File: config.mk
export PLATFORM = sky130hd
export DESIGN_NAME = regfile_write_arbiter
export DESIGN_NICKNAME = d
export VERILOG_FILES = /design/src/rtl/regfile_write_arbiter.sv
export SDC_FILE = /design/constraint.sdc
export NUM_CORES = 1
export LEC_CHECK = 0
export BUFFER_PORTS_ARGS = -buffer_cell sky130_fd_sc_hd__clkbuf_2
export CORE_AREA = 2 2 114 116
export DETAILED_ROUTE_END_ITERATION = 16
export DIE_AREA = 0 0 116 118
export GPL_TIMING_DRIVEN = 0
export PLACE_DENSITY = 0.57
export SYNTH_ARGS = -nofsm -noshare
export SYNTH_HDL_FRONTEND = slang
export SYNTH_SLANG_ARGS = --single-unit
File: constraint.sdc
create_clock -name clock -period 3.9 [get_ports clock]
set_input_delay 0 -clock clock [delete_from_list [all_inputs] [get_ports clock]]
set_output_delay 0 -clock clock [all_outputs]
set_load 0.02 [all_outputs]
File: src/rtl/regfile_write_arbiter.sv
// Arbitrates the regfile write port between processor writeback and three
// hardware event slots (button, collision, frame tick); output is registered.
module regfile_write_arbiter #(
   parameter int unsigned BTN_REG  = 2,
   parameter int unsigned COL_REG  = 3,
   parameter int unsigned TICK_REG = 4,
   parameter int unsigned TICK_DIV = 833334
) (
   input  logic        clock,
   input  logic        reset,
   input  logic        proc_we,
   input  logic [4:0]  proc_reg,
   input  logic [31:0] proc_data,
   input  logic        btn_in,
   input  logic        col_in,
   output logic        out_we,
   output logic [4:0]  out_reg,
   output logic [31:0] out_data,
   output logic [2:0]  pend,
   output logic [7:0]  drop_cnt
);

   localparam int unsigned DIV_W = (TICK_DIV > 2) ? $clog2(TICK_DIV) : 1;
   localparam logic [DIV_W-1:0] DIV_LAST = DIV_W'(TICK_DIV - 1);
   localparam logic [4:0] BTN_IDX  = 5'(BTN_REG);
   localparam logic [4:0] COL_IDX  = 5'(COL_REG);
   localparam logic [4:0] TICK_IDX = 5'(TICK_REG);

   typedef enum logic [1:0] {RR_BTN, RR_COL, RR_TICK} rr_e;

   rr_e              ptr_q, ptr_d;
   logic [2:0]       pend_q, pend_d;
   logic [31:0]      tick_data_q, tick_data_d;
   logic [DIV_W-1:0] div_q, div_d;
   logic [31:0]      frame_q, frame_d;
   logic             btn_hist_q, col_hist_q;
   logic [7:0]       drop_q, drop_d;
   logic             we_q, we_d;
   logic [4:0]       reg_q, reg_d;
   logic [31:0]      data_q, data_d;

   logic [2:0]       ev, grant, cancel, coalesce;
   logic [8:0]       drop_sum;

   always_comb begin
      ev[0] = btn_in & ~btn_hist_q;
      ev[1] = col_in & ~col_hist_q;
      ev[2] = (div_q == DIV_LAST);

      grant = '0;
      if (!proc_we) begin
         unique case (ptr_q)
            RR_BTN:  grant = pend_q[0] ? 3'b001 : pend_q[1] ? 3'b010 : pend_q[2] ? 3'b100 : 3'b000;
            RR_COL:  grant = pend_q[1] ? 3'b010 : pend_q[2] ? 3'b100 : pend_q[0] ? 3'b001 : 3'b000;
            RR_TICK: grant = pend_q[2] ? 3'b100 : pend_q[0] ? 3'b001 : pend_q[1] ? 3'b010 : 3'b000;
            default: grant = '0;
         endcase
      end

      ptr_d = ptr_q;
      if (grant[0]) ptr_d = RR_COL;
      if (grant[1]) ptr_d = RR_TICK;
      if (grant[2]) ptr_d = RR_BTN;

      // Only a slot that was already pending can be cancelled by a processor write.
      cancel[0] = proc_we & (proc_reg == BTN_IDX)  & pend_q[0];
      cancel[1] = proc_we & (proc_reg == COL_IDX)  & pend_q[1];
      cancel[2] = proc_we & (proc_reg == TICK_IDX) & pend_q[2];

      coalesce = ev & pend_q & ~grant & ~cancel;
      pend_d   = ev | (pend_q & ~grant & ~cancel);
      drop_sum = 9'(drop_q) + 9'(coalesce[0]) + 9'(coalesce[1]) + 9'(coalesce[2]);
      drop_d   = (drop_sum > 9'd255) ? 8'hFF : drop_sum[7:0];

      div_d       = ev[2] ? '0 : div_q + DIV_W'(1);
      frame_d     = ev[2] ? frame_q + 32'd1 : frame_q;
      tick_data_d = ev[2] ? frame_q + 32'd1 : tick_data_q;

      we_d   = proc_we | (|grant);
      reg_d  = reg_q;
      data_d = data_q;
      if (proc_we) begin
         reg_d  = proc_reg;
         data_d = proc_data;
      end else if (grant[0]) begin
         reg_d  = BTN_IDX;
         data_d = 32'd1;
      end else if (grant[1]) begin
         reg_d  = COL_IDX;
         data_d = 32'd1;
      end else if (grant[2]) begin
         reg_d  = TICK_IDX;
         data_d = tick_data_q;
      end
   end

   always_ff @(posedge clock) begin
      if (reset) begin
         ptr_q       <= RR_BTN;
         pend_q      <= '0;
         tick_data_q <= '0;
         div_q       <= '0;
         frame_q     <= '0;
         btn_hist_q  <= 1'b0;
         col_hist_q  <= 1'b0;
         drop_q      <= '0;
         we_q        <= 1'b0;
         reg_q       <= '0;
         data_q      <= '0;
      end else begin
         ptr_q       <= ptr_d;
         pend_q      <= pend_d;
         tick_data_q <= tick_data_d;
         div_q       <= div_d;
         frame_q     <= frame_d;
         btn_hist_q  <= btn_in;
         col_hist_q  <= col_in;
         drop_q      <= drop_d;
         we_q        <= we_d;
         reg_q       <= reg_d;
         data_q      <= data_d;
      end
   end

   assign out_we   = we_q;
   assign out_reg  = reg_q;
   assign out_data = data_q;
   assign pend     = pend_q;
   assign drop_cnt = drop_q;

endmodule

==> flow_summary.toml <==
[run_status]
status = "finished clean"

[synthesis]
async_reset_ff_frac = 0
synthAdderAreaFrac = 0.02119
synth_area_um2 = 4842
synth_top_family_by_area = "simple AND/OR/NAND/NOR gates"
synth_area_leaders = "dfxtp_1, nor2_1, o21ai_0"
synth_top_area_cell = "dfxtp_1"
synth_top_cell_area_share = 0.4341
synth_xor_area_frac = 0.04703
synthMuxAreaShare = 0.002326
yosys.area_share.simple = 0.2718
synth_cell_types = 54
syn-num-nets = 631
syn-instance-count = 582
synth_warnings = 0
synth_ff_type = "dfxtp_1"
syn_area_per_cell_um2 = 8.320
yosysSeqAreaShare = 0.4341
ys_seq_elements = 105
synth_compound_area_frac = 0.1773
synth_edf_count = 0

[place]
post-dp-hpwl_um = 9327
dp_slack_ns = 0.2290
gp_congestion = 0.7988
io_buffers = 89

[setup_path]
cp.required_ns = 4.16
crit_fanout = 13
crit_buf_inv = 3
cp_data_arrival_time_ns = 3.76
worst_setup_path_start_kind = "flop"
path_class = "reg2reg"
crit_path_top_delay_cell = "fa_1"
crit_family = "simple AND/OR/NAND/NOR gates"
end_kind = "flop"
crit_chain = "clkbuf_1, nor2_1, a22o_1, nand2_1, nand3_1, or2_2, fa_1, inv_1, ha_1, inv_1, fa_1, nor2b_1, a21oi_1, a311oi_1"
cp_slowest_stage_delay_ns = 0.43

[cts]
htreeDepth = 3
root_buffer = "clkbuf_16"
cts_tree = "yes"
clockBufferDepth = 2
cts_buffers = 9
insertion_delay_ns = 0.35
postCtsSetupBuffers = 0
clk_pin_slew_ns = 0.07
cts.sinks = 105
cts_resized = 0

[sta]
fin_crit_sh = 0.8983
finalSetupViolCount = 0
max_freq_mhz = 285.4
max_slew_margin = 0.4132
fin_setup_tns_ns = 0
rsz0062_at_grt = "no"
drv_slew = 0
hold_ws_ns = 0.04390
period_needed_ns = 3.504
finalHoldViolCount = 0
finClkSkew_ns = 0.004999
worst_slew_pin_slew_ns = 0.8735
worst_slack_ns = 0.3965

[cells_and_area]
area_growth_pct = 27.39
finalNetCount = 768
layout_common_cells = "dfxtp_1, clkbuf_2, nor2_1, nand2_1, o21ai_0"
utilization = 0.4969
n_antenna_cell = 0
drive_above_1_share = 0.1713
final_common_cell = "dfxtp_1"

[detailed_routing]
first_pass_iters = 4
totalWireLength_um = 12740
viasPerCell = 5.110
via_count = 4579
drt_iter0_markers = 157
wl_per_cell_um = 14.22
drc_errors = 0
ant_nets = 0

[pwr]
vdd_ir_drop_max_uv = 167.6
power_density_nw_per_um2 = 378.4
leakage_nw = 2.409

[floorplan]
fp-row-count = 41
die_h_um = 118
design.die.area_um2 = 13690
start_util = 0.3900
num_io_pins = 91
die_w_um = 116
core_area_um2 = 12410

[global_route]
grt_max_degree = 17
grt_usage = 0.1905
grt_pass1_wl_um = 21030
grt_pass1_vias = 4371
antenna_found_initial = 0
overflow = 0

[worst_hold_path]
min_path_type = "in2reg"

[run]
maxCapViolations = 0
## routing by layer
metal  wire length (um)  vias to the layer above  part of all wire  GRT usage
li1                   -                     2346                 -          -
met1               6331                     2100              0.50     0.2689
met2               5625                      120              0.44     0.2942
met3                579                       13             0.045    0.02626
met4                204                        0             0.016    0.07068
met5                  0                        -                 0          0
## metrics by stage
step / cell area (um2) / power [mW] / instances
6_report: 6168 / 2.334 / 896
5_1_grt: 6168 / 2.420 / 896
4_1_cts: 6172 / 2.347 / 897
3_5_place_dp: 5503 / 1.422 / 843
3_3_place_gp: 5503 / 1.417 / 843
2_1_floorplan: 4842 / 1.320 / 582
## worst paths after layout
check         startpoint          end  slack (ns)  depth (start not counted)
min          proc_reg[2]   out_reg[2]        0.04                          3
max reg2reg     ptr_q[1]  drop_cnt[6]        0.40                         14
min reg2reg  out_data[0]  out_data[0]        0.47                          2
max             ptr_q[1]  drop_cnt[6]        0.40                         14
## area by class of cell
class | count | area (um2)
repair buffers | 127 | 825.8
flip-flops and latches | 105 | 2102
inverters | 17 | 63.81
fillers | 1242 | 6246
multi-input cells | 428 | 2516
plain buffers | 31 | 156.4
clock buffers | 11 | 232.7
well taps | 172 | 215.2
clock inverters | 5 | 56.30
## worst reg2reg max path, delay by kind of cell (launching register included)
| kind | cells | cell delay, ns |
|---|---|---|
| AOI/OAI and AO/OA | 3 | 0.56 |
| adders and majority gates | 3 | 1.00 |
| buffers and inverters | 3 | 0.38 |
| DFF | 1 | 0.31 |
| and+or+nand+nor | 5 | 1.18 |
## power by group
group	internal (mW)	switching, mW
registers	1.11	0.0261
logic	0.114	0.171
clock network	0.498	0.411
total	1.73	0.609
## kinds of logic after synthesis
group | count (synthesis)
buffers and inverters | 49
and+or+nand+nor | 251
xor gates and xnor gates | 26
adders and majority gates | 7
DFF | 105
muxes | 1
AOI/OAI and AO/OA | 143
## cells in the mapped netlist (5+ instances only)
cell,count
dfxtp_1,105
nor2_1,71
nand2_1,61
o21ai_0,52
a21oi_1,38
a211oi_1,31
clkbuf_1,25
nand3_1,25
or3_1,20
xor2_1,20
nand4_1,19
inv_1,17
nor2b_1,9
nor3_1,7
and3_1,6
xnor2_1,6
ha_1,5
## repair_timing
action / CTS / global route
hold buffers: 38 / 0
setup endpoints to repair: 0 / 5
hold endpoints to repair: 39 / 0
(Power assumes the default switching activity.)
